File: src/rtl/fft_twiddle_addr_gen.sv
// Twiddle requester for a radix-2 DIT FFT. It walks the stage/group/butterfly loops and issues one
// ROM address per butterfly, then streams the fixed-latency ROM responses out through a credit-protected FIFO.
module fft_twiddle_addr_gen #(
    parameter int MAX_FFT_LENGTH_LOG2 = 12,
    parameter int TWIDDLE_WIDTH       = 16,
    parameter int FIFO_DEPTH          = 4
) (
    input  logic                       clk_i,
    input  logic                       reset_n_i,
    input  logic                       start_i,
    input  logic [3:0]                 fft_length_log2_i,
    output logic                       busy_o,
    output logic                       done_o,
    output logic                       err_o,
    output logic [15:0]                rom_addr_o,
    output logic                       rom_addr_valid_o,
    input  logic [2*TWIDDLE_WIDTH-1:0] rom_data_i,
    input  logic                       rom_data_valid_i,
    output logic [2*TWIDDLE_WIDTH-1:0] tw_data_o,
    output logic [3:0]                 tw_stage_o,
    output logic                       tw_last_o,
    output logic                       tw_valid_o,
    input  logic                       tw_ready_i
);
    // state    | meaning
    // ST_IDLE  | waiting for a start with a legal length
    // ST_RUN   | issuing ROM requests as FIFO credit allows
    // ST_DRAIN | all requests issued, waiting for the last beat to be accepted
    // ST_DONE  | one-cycle completion pulse
    typedef enum logic [1:0] {ST_IDLE, ST_RUN, ST_DRAIN, ST_DONE} state_t;

    localparam int MAX = MAX_FFT_LENGTH_LOG2;
    localparam int DW  = 2*TWIDDLE_WIDTH;
    localparam int EW  = DW + 5;
    localparam int AW  = $clog2(FIFO_DEPTH);
    localparam int CW  = AW + 2;
    localparam logic [MAX-1:0] ONE = {{(MAX-1){1'b0}}, 1'b1};

    state_t           r_state, w_state_nxt;
    logic [3:0]       r_len, r_s;
    logic [MAX-1:0]   r_j, r_g;
    logic [3:0]       w_len, w_cur_s;
    logic [MAX-1:0]   w_cur_j, w_cur_g, w_j_max, w_g_max;
    logic [15:0]      w_addr;
    logic             w_len_ok, w_start_ok, w_credit, w_issue, w_last, w_push, w_pop;

    logic             r_addr_valid, r_tag_last, r_infl, r_infl_last, r_err;
    logic [15:0]      r_addr;
    logic [3:0]       r_tag_s, r_infl_s;
    logic [EW-1:0]    r_mem [FIFO_DEPTH];
    logic [AW-1:0]    r_wr, r_rd;
    logic [AW:0]      r_count;
    logic [EW-1:0]    w_head;

    assign w_len_ok   = (fft_length_log2_i != 4'd0) && (fft_length_log2_i <= 4'(MAX));
    assign w_start_ok = (r_state == ST_IDLE) && start_i && w_len_ok;

    // In IDLE the loop position is forced to the origin so the first address leaves on the start edge.
    assign w_len   = (r_state == ST_IDLE) ? fft_length_log2_i : r_len;
    assign w_cur_s = (r_state == ST_IDLE) ? 4'd0 : r_s;
    assign w_cur_j = (r_state == ST_IDLE) ? '0 : r_j;
    assign w_cur_g = (r_state == ST_IDLE) ? '0 : r_g;

    assign w_j_max = (ONE << w_cur_s) - ONE;
    assign w_g_max = (ONE << (w_len - 4'd1 - w_cur_s)) - ONE;
    assign w_last  = (w_cur_s == w_len - 4'd1) && (w_cur_j == w_j_max);
    assign w_addr  = 16'(w_cur_j) << (4'(MAX - 1) - w_cur_s);

    // Reserve a slot for every response that can still land: the one arriving now and the one requested now.
    assign w_credit = (CW'(r_count) + CW'(r_infl) + CW'(r_addr_valid)) < CW'(FIFO_DEPTH);
    assign w_issue  = w_start_ok || ((r_state == ST_RUN) && w_credit);
    assign w_push   = rom_data_valid_i && r_infl;
    assign w_pop    = tw_valid_o && tw_ready_i;

    always_ff @(posedge clk_i or negedge reset_n_i) begin
        if (!reset_n_i) r_state <= ST_IDLE;
        else            r_state <= w_state_nxt;
    end

    always_comb begin
        w_state_nxt = r_state;
        busy_o      = 1'b0;
        done_o      = 1'b0;
        case (r_state)
            ST_IDLE: begin
                if (w_start_ok) w_state_nxt = w_last ? ST_DRAIN : ST_RUN;
            end
            ST_RUN: begin
                busy_o = 1'b1;
                if (w_issue && w_last) w_state_nxt = ST_DRAIN;
            end
            ST_DRAIN: begin
                busy_o = 1'b1;
                if (w_pop && tw_last_o) w_state_nxt = ST_DONE;
            end
            ST_DONE: begin
                busy_o      = 1'b1;
                done_o      = 1'b1;
                w_state_nxt = ST_IDLE;
            end
            default: w_state_nxt = ST_IDLE;
        endcase
    end

    always_ff @(posedge clk_i or negedge reset_n_i) begin
        if (!reset_n_i) begin
            r_len        <= '0;
            r_s          <= '0;
            r_j          <= '0;
            r_g          <= '0;
            r_addr       <= '0;
            r_addr_valid <= 1'b0;
            r_tag_s      <= '0;
            r_tag_last   <= 1'b0;
            r_infl       <= 1'b0;
            r_infl_s     <= '0;
            r_infl_last  <= 1'b0;
            r_wr         <= '0;
            r_rd         <= '0;
            r_count      <= '0;
            r_err        <= 1'b0;
        end else begin
            if (w_start_ok) r_len <= fft_length_log2_i;
            if (w_issue) begin
                r_addr     <= w_addr;
                r_tag_s    <= w_cur_s;
                r_tag_last <= w_last;
                if (w_cur_j == w_j_max) begin
                    r_j <= '0;
                    if (w_cur_g == w_g_max) begin
                        r_g <= '0;
                        r_s <= w_cur_s + 4'd1;
                    end else begin
                        r_g <= w_cur_g + ONE;
                        r_s <= w_cur_s;
                    end
                end else begin
                    r_j <= w_cur_j + ONE;
                    r_g <= w_cur_g;
                    r_s <= w_cur_s;
                end
            end
            r_addr_valid <= w_issue;
            r_infl       <= r_addr_valid;
            r_infl_s     <= r_tag_s;
            r_infl_last  <= r_tag_last;

            if (w_push) r_wr <= r_wr + 1'b1;
            if (w_pop)  r_rd <= r_rd + 1'b1;
            case ({w_push, w_pop})
                2'b10:   r_count <= r_count + 1'b1;
                2'b01:   r_count <= r_count - 1'b1;
                default: r_count <= r_count;
            endcase

            if (w_start_ok)
                r_err <= 1'b0;
            else if ((r_state == ST_IDLE) && start_i)
                r_err <= 1'b1;
            if (rom_data_valid_i && !r_infl) r_err <= 1'b1;
        end
    end

    always_ff @(posedge clk_i) begin
        if (w_push) r_mem[r_wr] <= {r_infl_last, r_infl_s, rom_data_i};
    end

    assign w_head           = r_mem[r_rd];
    assign tw_valid_o       = (r_count != '0);
    assign tw_data_o        = tw_valid_o ? w_head[DW-1:0] : '0;
    assign tw_stage_o       = tw_valid_o ? w_head[DW+3:DW] : 4'd0;
    assign tw_last_o        = tw_valid_o ? w_head[DW+4] : 1'b0;
    assign rom_addr_o       = r_addr;
    assign rom_addr_valid_o = r_addr_valid;
    assign err_o            = r_err;
endmodule

File: config.mk
export PLATFORM = sky130hd
export DESIGN_NAME = fft_twiddle_addr_gen
export DESIGN_NICKNAME = d
export VERILOG_FILES = /design/src/rtl/fft_twiddle_addr_gen.sv
export SDC_FILE = /design/constraint.sdc
export NUM_CORES = 1
export LEC_CHECK = 0
export CORE_ASPECT_RATIO = 1.1
export CORE_MARGIN = 2
export CORE_UTILIZATION = 52
export DETAILED_ROUTE_END_ITERATION = 10
export GPL_TIMING_DRIVEN = 0
export PLACE_DENSITY_LB_ADDON = 0.1
export SYNTH_ARGS = -nofsm -noshare
export SYNTH_HDL_FRONTEND = slang
export SYNTH_SLANG_ARGS = --single-unit
File: constraint.sdc
create_clock -name clk_i -period 6.45 [get_ports clk_i]
set_input_delay 1.6125 -clock clk_i [delete_from_list [all_inputs] [get_ports clk_i]]
set_output_delay 1.6125 -clock clk_i [all_outputs]
set_load 0.01 [all_outputs]
Yosys cells after proc, flatten, opt, wreduce, memory -nomap -nowiden

Memory sizes are Yosys's and may differ from the RTL's.
Cells that the tools add are included.

Equal/unequal tests: 11
Reductions and logical operators: 19
Muxes and demuxes: 25
Add/subtract/negate cells: 14
Shifts and indexed selects: 3
Magnitude comparators: 2

Operators by type and width:

| cell                                                                 | number |
|---|---|
| 12-bit 2-to-1 mux                                                    | 5 |
| 32-bit 2-to-1 mux                                                    | 1 |
| 12-bit by 1-bit adder with 12-bit output, second input constant      | 2 |
| 12-bit == test                                                       | 2 |
| 1-bit by 4-bit << shifter with 12-bit output, first input constant   | 2 |
| 12-bit by 1-bit subtractor with 12-bit output, second input constant | 2 |
| 4-bit 2-to-1 mux                                                     | 5 |
| 12-bit by 4-bit << shifter with 16-bit output                        | 1 |
| 1-bit logical AND                                                    | 10 |
| 1-bit 2-to-1 mux                                                     | 8 |
| 2-bit 2-to-1 mux                                                     | 4 |
| 2-bit one-hot mux with 4 select lines                                | 1 |
| 2-bit == test, second input constant                                 | 3 |
| 3-bit one-hot mux with 2 select lines                                | 1 |
| 3-bit nonzero test                                                   | 2 |
| 2-bit by 1-bit adder with 2-bit output, second input constant        | 2 |
| 3-bit by 1-bit adder with 4-bit output                               | 1 |
| 4-bit by 1-bit adder with 4-bit output                               | 1 |
| 4-bit by 1-bit adder with 4-bit output, second input constant        | 1 |
| 2-bit by 1-bit == test with 1-bit output, second input constant      | 2 |
| 4-bit == test                                                        | 1 |
| 4-bit <= comparator, second input constant                           | 1 |
| 4-bit by 3-bit < comparator with 1-bit output, second input constant | 1 |
| 2-bit != test, second input constant                                 | 2 |
| other kinds (13)                                                     | 13 |

Output and inout port bits: 58
Flip-flop bits (word level): 70
Bits of input ports: 41
RAM bits: 148
Memories kept: 1

Memory list:

| memory | words | bits a word | read ports | clocked after memory_dff | write ports | line | source |
|---|---|---|---|---|---|---|---|
| r_mem  | 4     | 37          | 1          | 0                        | 1           | 50   | `logic [EW-1:0] r_mem [FIFO_DEPTH];` |

Longest topological paths before layout

Gate-level depths: netlist of run 1.

Depth in word-level cells: 9
Mapped depth: 30
Gate-level depth less buffers: 22

Worst setup path before layout of run 1

OpenSTA, ideal clock, no wires.

Kind: register to register
Start point: reg r_state[0]
End point: reg r_g[9]
Path slack: 220 ps
Path buffers: 7
Setup time: 76 ps
Cell stages (with the launch flop): 29
Clock period less this slack: 6230 ps
Arrival time: 6153 ps
Cells stage by stage: dfrtp_1 > inv_1 > ha_1 > buf_4 > clkbuf_1 > clkbuf_1 > buf_1 > buf_1 > mux2_2 > inv_1 > ha_1 > xnor2_1 > ha_1 > and3b_1 > a211oi_1 > xnor3_2 > buf_2 > nand2_1 > ha_1 > clkbuf_1 > nor3_1 > o32a_1 > nor3_1 > o32ai_1 > o2111a_1 > nand4_2 > nand2_2 > or4_1 > o21ai_1

Word-level cells in the longest chain between the ends: 9
Elaborated cells between the ends (all ways): 21
Those cells by class: 5 x add/sub; 3 x eq/ne; 2 x shift; 6 x mux; 5 x reduce/logical

Ends and longest elaborated chain:

| what                                          | line | source |
|---|---|---|
| start: declaration                            | 39   | `state_t r_state, w_state_nxt;` |
| start signal: assignment                      | 77   | `else r_state <= w_state_nxt;` |
| 2-bit zero test                               | n/a  |  |
| 4-bit 2-to-1 mux                              | 59   | `assign w_len = (r_state == ST_IDLE) ? fft_length_log2_i : r_len;` |
| 4-bit by 1-bit subtractor with 4-bit output   | 65   | `assign w_g_max = (ONE << (w_len - 4'd1 - w_cur_s)) - ONE;` |
| 4-bit subtractor                              | 65   |  |
| 1-bit by 4-bit << shifter with 12-bit output  | 65   |  |
| 12-bit by 1-bit subtractor with 12-bit output | 65   |  |
| 12-bit == test                                | 130  | `if (w_cur_g == w_g_max) begin` |
| 12-bit 2-to-1 mux                             | 130  |  |
| 12-bit 2-to-1 mux                             | 128  | `if (w_cur_j == w_j_max) begin` |
| end signal: assignment                        | 134  | `r_g <= w_cur_g + ONE;` |
| end signal: assignment                        | 139  | `r_g <= w_cur_g;` |
| end: declaration                              | 41   | `logic [MAX-1:0] r_j, r_g;` |

Parallel ways exist; a longest one is shown, timed or not.
A chain may end at the register's enable or synchronous reset.

Worst setup path in the final report of run 1

Same ends and word-level chain as after synthesis.

==> impl_metrics.csv, run 1 <==
group,metric,value,unit
cts,clockBufferDepth,3,
route,antenna_left,0,
timing,slew_headroom,38.5,%
global_route,overflow,0,
final_layout,fillCellCount,1589,
final_layout,stdcell_count,1305,
placed_design,dp.cells,1261,
power,power_frac_clock,23.0,%
cts,htreeDepth,1,
floorplanning,start_util,53.1,%
cts,cts_hold_buf,0,
timing,finalWorstSetupSlack,0.485,ns
power,power.switching,2.08,mW
power,p_sw_share,35.5,%
worst_setup_path,cp_max_fo,19,
worst_setup_path,rrSetupSlack,0.49,ns
timing,fin_skew,0.0172,ns
floorplanning,chipHeight,156,microns
route,firstDrtPassIters,5,
global_route,grt_antenna_before_repair,0,
job,cap_viol_max_count,0,
timing,finalSetupViolCount,0,
timing,max_slew.worst_pin.slew,0.922,ns
timing,hold_viol_final,0,
synth,synth-async-reset-ratio,32.1,%
route,vias_per_cell,5.83,
power,p_per_area,443,nW/um^2
final_layout,layout_common_cells,"edfxtp_1 (148), clkdlybuf4s50_1 (97), nand2_1 (93), dfrtp_1 (70), o21ai_0 (53)",
timing,fin_crit,5.96,ns
final_layout,fin_area,13200,sq um
route,num_vias,7607,
synth,ys_types,75,
worst_setup_path,critPathCaptureType,"register",
floorplanning,ios,99,
worst_setup_path,start_kind,"register",
placed_design,dp_slack,-1.52,ns
global_route,grt_first_pass_wirelength,39800,microns
timing,rsz0062_at_grt,"false",
route,drt-total-wl,24800,microns
route,avgRoutedWirePerCell,19.0,microns
floorplanning,die_w,142,microns
final_layout,num-nets-final,1099,
timing,fin_crit_sh,92.5,%
worst_setup_path,slowest_stage,"or4_1",
floorplanning,dieArea,22200,sq um
placed_design,io_buffers,98,
synth,synth-edff-count,148,
cts,clock_latency,0.51,ns
synth,yosysWarnings,0,
run_status,status,"finished, final reports clean",
synth,postSynthCellCount,902,
synth,netlist_area,11000,sq um
synth,ys_ff_latch,218,
cts,clock-sinks,218,
placed_design,place_area,12400,sq um
power,power_frac_comb,46.6,%
synth,yosysTopAreaCell,"edfxtp_1",
global_route,grt_max_degree,67,
synth,ys_top_cells_by_area,"edfxtp_1 (41%), dfrtp_1 (16%), mux4_2 (7.6%), nand2_1 (3.2%), ha_1 (2.9%)",
route,drc_errors,0,
floorplanning,coreArea,20600,sq um
synth,ys_seq_area_share,56.5,%
synth,synth_top_area_share,40.6,%
worst_setup_path,arrival,6.40,ns
worst_setup_path,critPathRequiredTime,6.89,ns
cts,cts_tree,"done",
synth,synth.net_count,970,
worst_hold_path,hp-class,"register to register",
final_layout,layout_commonest_cell,"edfxtp_1",
power,fin_total_pwr,5.86,mW
worst_setup_path,cp_slowest_stage_delay,0.48,ns
cts,clk_pin_slew_worst_paths,0.06,ns
floorplanning,num_rows,55,
final_layout,syn2layout_area_growth,20.6,%
worst_setup_path,crit_top_cell,"ha_1",
worst_setup_path,path_class,"register to register",
synth,synth_top_flop_cell,"edfxtp_1",
timing,slew_viol_final,0,
power,ir_drop,0.000257,V
power,power_frac_seq,30.4,%
final_layout,n_antenna_cell,0,
power,internal-power,3.78,mW
power,leakagePower,4.86,nW
global_route,grt_pass1_vias,7524,
synth,syn-mean-instance-area,12.1,sq um
final_layout,drive_gt1_share,12.9,%
cts,clock-root-buffer,"clkbuf_16",
placed_design,place_congestion,0.924,
cts,cts_buffers,24,
timing,fmax,0.168,GHz
route,drt_iter0_markers,401,
placed_design,place_hpwl,17100,microns
global_route,grt_use_total,22.7,%
==> critical path, delay by kind of cell (launching register included) <==
kind / cells / cell delay (ns)
buf+inv: 7 / 1.38
simple gates: 7 / 1.30
fa+ha+maj: 4 / 0.96
compound gates: 5 / 0.94
xor+xnor: 2 / 0.49
flops: 1 / 0.42
mux: 1 / 0.39
==> worst paths after layout <==
kind	startpoint	end	depth (start not counted)
min in group asynchronous	reset_n_i	r_j[8]	1
max	r_state[0]	r_g[9]	26
max in group asynchronous	reset_n_i	r_rd[0]	2
min reg2reg	r_tag_s[2]	r_infl_s[2]	0
min	r_tag_s[2]	r_infl_s[2]	0
max reg2reg	r_state[0]	r_g[9]	26
==> metal layers <==
metal  share of wire [%]  track usage, %  up-vias
li1                    -               -     3606
met1                  41            29.8     3692
met2                  50            39.4      256
met3                 5.9            2.91       53
met4                 2.9            7.36        0
met5                   0               0        -
==> what timing repair did <==
item	in CTS	in global routing
buffers inserted	0	2
endpoints found under the setup margin	16	14
pin swaps	1	0
resized for setup	7	11
==> power groups by stage <==
| stage | combinational, mW | sequential [mW] | clock, mW |
|---|---|---|---|
| floorplan | 1.72 | 1.79 | 0 |
| global placement | 2.63 | 1.80 | 0 |
| detailed placement | 2.66 | 1.80 | 0 |
| CTS | 2.67 | 1.78 | 1.38 |
| global route | 2.98 | 1.80 | 1.44 |
| finish | 2.73 | 1.78 | 1.35 |
==> cell usage after synthesis, drive strengths merged (3+ instances only) <==
cell	count
xor2	10
nor4	4
o21bai	4
a2111oi	3
nor3	20
a22o	5
o21ai	63
edfxtp	148
nand3b	8
nand2	95
a31oi	8
inv	25
a21oi	46
ha	25
o22ai	4
nand2b	6
mux2	12
and3	16
nor3b	3
and4	3
nor2b	19
dfrtp	70
o31ai	6
clkbuf	41
or2	4
mux4	37
mux2i	18
nand3	20
or4	3
a211oi	7
nand4	11
nor2	44
xnor2	16
o211ai	4
and2	38
buf	23
==> layout make-up <==
cell class	count	area (sq um)	area share, %
Sequential cell	218	6200	46.9
Multi-Input combinational cell	595	4420	33.4
Timing Repair Buffer	105	1100	8.33
Clock buffer	28	657	4.97
Tap cell	256	320	2.42
Buffer	62	289	2.19
Clock inverter	16	140	1.06
Inverter	25	93.8	0.710
==> through the flow <==
stage | TNS [ns] | hold slack [ns] | utilization, %
floorplan | 0 | 0.354 | -
global placement | -21.56 | 0.359 | 59.4
detailed placement | -20.84 | 0.363 | 59.9
CTS | 0 | 0.377 | 63.8
global route | 0 | 0.394 | 64.0
finish | 0 | 0.373 | 64.0
==> logic make-up after synthesis <==
kind of cell | count (synthesis) | synth area share [%]
flops | 218 | 56.5
fa+ha+maj | 27 | 3.22
mux | 67 | 10.6
buf+inv | 89 | 3.35
xor+xnor | 27 | 2.30
simple gates | 300 | 14.2
compound gates | 174 | 9.80
==> registers in the layout, summed over array words and instances, names as in the netlist <==
signal	flops
r_mem	148
rom_addr_o	16
r_g	12
r_j	12
r_infl_s	4
r_len	4
r_s	4
r_tag_s	4
r_count	3
r_rd	2
r_state	2
r_wr	2
err_o	1
r_infl	1
r_infl_last	1
r_tag_last	1
rom_addr_valid_o	1
No activity file was read; power rests on OpenSTA's default activity.
==> inputs of run 2 (changes only) <==
Settings changed: GPL_TIMING_DRIVEN 0 to not set.
==> run 2 against run 1 <==
Effect of this change: clock skew decreased by 0.0074 ns; die area unchanged; non-clock buffer count decreased by 49; design area decreased by 2.5%; final cell count decreased by 4.0%; total power decreased by 3.0%; sequential cell count unchanged; combinational power decreased by 6%; sequential power increased by 3%; wire length decreased by 6.7%; register-to-register slack improved by 0.61 ns; critical endpoint unchanged; highest routed layer unchanged.
==> impl_metrics.csv, run 2 (synthesized netlist as in run 1, its figures left out) <==
group,metric,value,unit
global_route,grt_use_total,21.2,%
worst_hold_path,hp-class,"register to register",
cts,cts_hold_buf,0,
route,antenna_left,0,
job,cap_viol_max_count,0,
floorplanning,start_util,53.1,%
worst_setup_path,path_class,"primary input to register",
route,firstDrtPassIters,5,
timing,slew_headroom,32.5,%
cts,cts_resized,0,
final_layout,num-nets-final,1049,
route,drt_iter0_markers,502,
final_layout,multi_input_area,4410,sq um
placed_design,place_congestion,0.858,
final_layout,n_antenna_cell,0,
placed_design,place_hpwl,14700,microns
power,leakagePower,4.73,nW
global_route,overflow,0,
floorplanning,chipHeight,156,microns
final_layout,layout_common_cells,"edfxtp_1 (148), clkdlybuf4s50_1 (97), nand2_1 (93), dfrtp_1 (69), o21ai_0 (53)",
timing,max_slew.worst_pin.slew,1.01,ns
floorplanning,coreArea,20600,sq um
final_layout,fin_area,12900,sq um
final_layout,layout_commonest_cell,"edfxtp_1",
route,drt-total-wl,23200,microns
floorplanning,num_rows,55,
global_route,grt_first_pass_wirelength,37600,microns
power,fin_total_pwr,5.68,mW
cts,clock-sinks,218,
final_layout,fillCellCount,1608,
route,drc_errors,0,
run_status,status,"finished, final reports clean",
timing,rsz0062_at_grt,"false",
cts,post_cts_buffers,0,
final_layout,drive_gt1_share,12.6,%
final_layout,largest_register_ffs,148,
global_route,grt_antenna_before_repair,0,
timing,fmax,0.169,GHz
timing,fin_crit_sh,91.9,%
final_layout,syn2layout_area_growth,17.6,%
timing,slew_viol_final,0,
floorplanning,ios,99,
cts,htreeDepth,1,
route,num_vias,7292,
floorplanning,die_w,142,microns
power,ir_drop,0.000280,V
worst_setup_path,critPathRequiredTime,6.86,ns
power,p_per_area,441,nW/um^2
final_layout,top_register,"r_mem",
final_layout,seq_area,6200,sq um
worst_setup_path,critPathCaptureType,"register",
worst_setup_path,cp_max_fo,9,
route,vias_per_cell,5.82,
worst_setup_path,start_kind,"primary input",
timing,fin_skew,0.00981,ns
route,avgRoutedWirePerCell,18.5,microns
cts,clock-root-buffer,"clkbuf_16",
timing,fin_crit,5.93,ns
timing,setup_tns,0,ns
worst_setup_path,arrival,6.34,ns
timing,hold_viol_final,0,
floorplanning,dieArea,22200,sq um
cts,clockBufferDepth,3,
global_route,grt_max_degree,71,
global_route,grt_pass1_vias,7146,
cts,cts_tree,"done",
cts,cts_buffers,23,
timing,finalSetupViolCount,0,
cts,clk_pin_slew_worst_paths,0.06,ns
placed_design,io_buffers,98,
placed_design,place_area,12200,sq um
cts,clock_latency,0.49,ns
## run 2: changes by cell type in the layout (fill, tap and decap cells not counted), moves of 2 or more
cell	before	now
clkbuf_1	38	7
buf_4	6	21
buf_1	8	0
buf_2	7	0
buf_12	4	0
clkinv_1	5	1
clkbuf_8	2	5
buf_6	2	0
clkbuf_16	25	23
clkbuf_2	2	0
clkbuf_4	2	0
inv_6	2	0
## run 2: worst max-delay path: stages
cell and delay (ns):
clkdlybuf4s50_1 0.52, mux2_2 0.19, inv_1 0.04, ha_1 0.30, inv_1 0.05, ha_1 0.28
and3b_1 0.18, a211oi_1 0.22, xnor3_2 0.56, nand4_1 0.18, ha_1 0.26, buf_4 0.17
nor3_1 0.05, o32a_1 0.34, nor3_1 0.22, o32ai_1 0.11, o2111a_1 0.15, nand4_2 0.19
nand2_2 0.14, or4_1 0.49, o21ai_1 0.09
## run 2: area by class of cell
| class | count | area share, % |
|---|---|---|
| Timing Repair Buffer | 118 | 8.76 |
| Multi-Input combinational cell | 595 | 34.3 |
| Sequential cell | 218 | 48.1 |
| Tap cell | 256 | 2.49 |
| Clock buffer | 35 | 5.21 |
| Clock inverter | 6 | 0.437 |
| Inverter | 25 | 0.729 |
## run 2: path summary, 6_finish.rpt
path	startpoint	end	slack, ns	depth (start not counted)
min reg2reg	r_tag_s[1]	r_infl_s[1]	0.36	0
max reg2reg	r_state[0]	r_g[9]	1.10	22
min	r_tag_s[1]	r_infl_s[1]	0.36	0
max in group asynchronous	reset_n_i	r_rd[0]	4.54	1
min in group asynchronous	reset_n_i	r_j[11]	1.24	1
max	fft_length_log2_i[0]	r_g[9]	0.52	21
## run 2: routing by layer
metal	GRT usage [%]	vias up	routed length [microns]	part of all wire (%)
met5	0	-	0	0
met4	5.14	0	418	1.8
met3	2.69	29	1120	4.8
met2	37.4	196	11600	50
met1	28.3	3568	10000	43
li1	-	3499	-	-
## run 2: per-stage QoR
stage,utilization (%),hold WS [ns],setup slack (ns),cells
after floorplan,-,0.354,0.220,902
final,62.4,0.364,0.521,1253
after global routing,62.4,0.376,0.193,1253
after CTS,62.4,0.363,0.551,1253
after detailed placement,58.9,0.362,0.0591,1212
after global placement,58.9,0.360,0.176,1212
## run 2: report_power, final
group          switching (mW)  internal [mW]  total [mW]
Combinational            1.31           1.26        2.57
Clock                   0.512          0.754        1.27
Sequential              0.152           1.69        1.84
Total                    1.97           3.71        5.68
==> inputs of run 3 (changes only) <==
Settings changed: CTS_BUF_LIST set to sky130_fd_sc_hd__clkbuf_16.
==> run 3 against run 2 <==
Effect of this change: design area shrank 0.39%; largest power group unchanged; highest routed layer unchanged; fmax is 0.18% lower; clock skew increased by 0.00083 ns.
==> impl_metrics.csv, run 3 (synthesized netlist as in run 1, its figures left out) <==
group,metric,value,unit
run_status,status,"finished, final reports clean",
worst_setup_path,critPathCaptureType,"register",
final_layout,multi_input_area,4410,sq um
final_layout,fillCellCount,1613,
final_layout,n_antenna_cell,0,
power,power_frac_clock,21.3,%
placed_design,io_buffers,98,
cts,clock_latency,0.50,ns
worst_setup_path,worst-path-buf-inv,4,
global_route,overflow,0,
power,internal-power,3.64,mW
timing,rsz0062_at_grt,"false",
cts,cts_tree,"done",
power,power_frac_comb,45.8,%
timing,fin_crit_sh,92.1,%
worst_setup_path,slowest_stage,"xnor3_2",
worst_setup_path,worstPathCellList,"clkdlybuf4s50_1 -> mux2_2 -> inv_1 -> ha_1 -> inv_1 -> ha_1 -> and3b_1 -> a211oi_1 -> xnor3_2 -> nand4_1 -> ha_1 -> buf_4 -> nor3_1 -> o32a_1 -> nor3_1 -> o32ai_1 -> o2111a_1 -> nand4_2 -> nand2_2 -> or4_1 -> o21ai_1",
route,drt-total-wl,23100,microns
floorplanning,die_w,142,microns
timing,fmax,0.168,GHz
timing,setup_tns,0,ns
route,firstDrtPassIters,5,
worst_setup_path,cp_slowest_stage_delay,0.56,ns
worst_setup_path,start_kind,"primary input",
floorplanning,start_util,53.1,%
timing,fin_skew,0.0106,ns
global_route,grt_pass1_vias,7114,
global_route,grt_max_degree,71,
cts,cts_resized,0,
worst_setup_path,cp_max_fo,9,
power,p_per_area,437,nW/um^2
final_layout,layout_commonest_cell,"edfxtp_1",
power,ir_drop,0.000281,V
floorplanning,chipHeight,156,microns
floorplanning,coreArea,20600,sq um
global_route,grt_first_pass_wirelength,37600,microns
job,cap_viol_max_count,0,
timing,hold_viol_final,0,
worst_setup_path,r2r_cells,22,
final_layout,largest_register_ffs,148,
route,antenna_left,0,
final_layout,layout_common_cells,"edfxtp_1 (148), clkdlybuf4s50_1 (97), nand2_1 (93), dfrtp_1 (69), o21ai_0 (53)",
cts,htreeDepth,1,
power,fin_total_pwr,5.61,mW
power,leakagePower,4.73,nW
cts,cts_buffers,23,
global_route,grt_use_total,21.2,%
worst_setup_path,critPathRequiredTime,6.86,ns
worst_hold_path,hp-class,"register to register",
worst_hold_path,hold_depth,0,
worst_setup_path,arrival,6.35,ns
global_route,grt_antenna_before_repair,0,
placed_design,place_hpwl,14700,microns
power,p_sw_share,35.2,%
timing,slew_viol_final,0,
route,drt_iter0_markers,479,
cts,clock-root-buffer,"clkbuf_16",
worst_setup_path,rrSetupSlack,1.09,ns
route,num_vias,7277,
final_layout,seq_area,6200,sq um
route,avgRoutedWirePerCell,18.4,microns
power,power_frac_seq,32.8,%
worst_setup_path,crit_top_cell,"ha_1",
final_layout,drive_gt1_share,12.2,%
power,power.switching,1.98,mW
cts,clockBufferDepth,3,
cts,clk_pin_slew_worst_paths,0.06,ns
final_layout,syn2layout_area_growth,17.1,%
worst_setup_path,critPathTopFamily,"simple AND/OR/NAND/NOR gates",
worst_hold_path,min_from,"r_tag_s[1]",
timing,finalSetupViolCount,0,
final_layout,num-nets-final,1049,
floorplanning,num_rows,55,
route,vias_per_cell,5.81,
cts,cts_hold_buf,0,
cts,post_cts_buffers,0,
timing,max_slew.worst_pin.slew,1.01,ns
worst_setup_path,reg2reg_from,"r_state[0]",
final_layout,top_register,"r_mem",
route,drc_errors,0,
floorplanning,ios,99,
placed_design,place_congestion,0.858,
worst_hold_path,holdPathEnd,"r_infl_s[1]",
worst_setup_path,timing.rr.end,"r_g[9]",
timing,slew_headroom,32.7,%
timing,fin_crit,5.94,ns
floorplanning,dieArea,22200,sq um
cts,clock-sinks,218,
worst_setup_path,path_class,"primary input to register",
==> run 3: how the worst max path moves through the flow <==
stage	depth (start not counted)	endpoint	slack, ns	start
after global placement	21	r_g[9]	0.18	fft_length_log2_i[0]
after floorplan	28	r_g[9]	0.22	r_state[0]
final	21	r_g[9]	0.51	fft_length_log2_i[0]
after CTS	21	r_g[9]	0.55	fft_length_log2_i[0]
after global routing	21	r_g[9]	0.19	fft_length_log2_i[0]
after detailed placement	21	r_g[11]	0.06	fft_length_log2_i[0]
==> run 3: area by class of cell <==
type	instances	share of cell area (%)
Inverter	25	0.731
Timing Repair Buffer	118	8.80
Sequential cell	218	48.3
Clock inverter	18	0.790
Tap cell	256	2.50
Clock buffer	23	4.49
Multi-Input combinational cell	595	34.4
==> run 3: routing by layer <==
| layer | vias up | GRT usage, % | wire length (microns) |
|---|---|---|---|
| li1 | 3505 | - | - |
| met1 | 3542 | 28.2 | 10000 |
| met2 | 200 | 37.4 | 11500 |
| met3 | 30 | 2.72 | 1170 |
| met4 | 0 | 5.23 | 421 |
| met5 | - | 0 | 0 |
==> run 3: worst register-to-register path, stage by stage, from the launching register on <==
cell and delay, ns:
dfrtp_1 0.41, inv_1 0.12, ha_1 0.40, mux2_2 0.40, inv_1 0.06, ha_1 0.25, inv_1 0.07, ha_1 0.23
and3b_1 0.18, a211oi_1 0.22, xnor3_2 0.56, nand4_1 0.18, ha_1 0.26, buf_4 0.17, nor3_1 0.05, o32a_1 0.34
nor3_1 0.22, o32ai_1 0.11, o2111a_1 0.15, nand4_2 0.19, nand2_2 0.14, or4_1 0.49, o21ai_1 0.10
==> run 3: power by group through the flow <==
stage          registers (mW)  clock network [mW]  logic (mW)
4_1_cts                  1.85                1.22        2.59
6_report                 1.84                1.20        2.57
3_5_place_dp             1.88                   0        2.56
3_3_place_gp             1.87                   0        2.54
5_1_grt                  1.87                1.27        2.81
2_1_floorplan            1.79                   0        1.72
==> run 3: metrics by stage <==
| stage | area [sq um] | utilization, % | hold WS (ns) | std cells | setup WS, ns |
|---|---|---|---|---|---|
| floorplan | 11000 | - | 0.354 | 902 | 0.220 |
| global placement | 12200 | 58.9 | 0.360 | 1212 | 0.176 |
| detailed placement | 12200 | 58.9 | 0.362 | 1212 | 0.0591 |
| CTS | 12800 | 62.2 | 0.359 | 1253 | 0.550 |
| global route | 12800 | 62.2 | 0.374 | 1253 | 0.192 |
| finish | 12800 | 62.2 | 0.364 | 1253 | 0.510 |
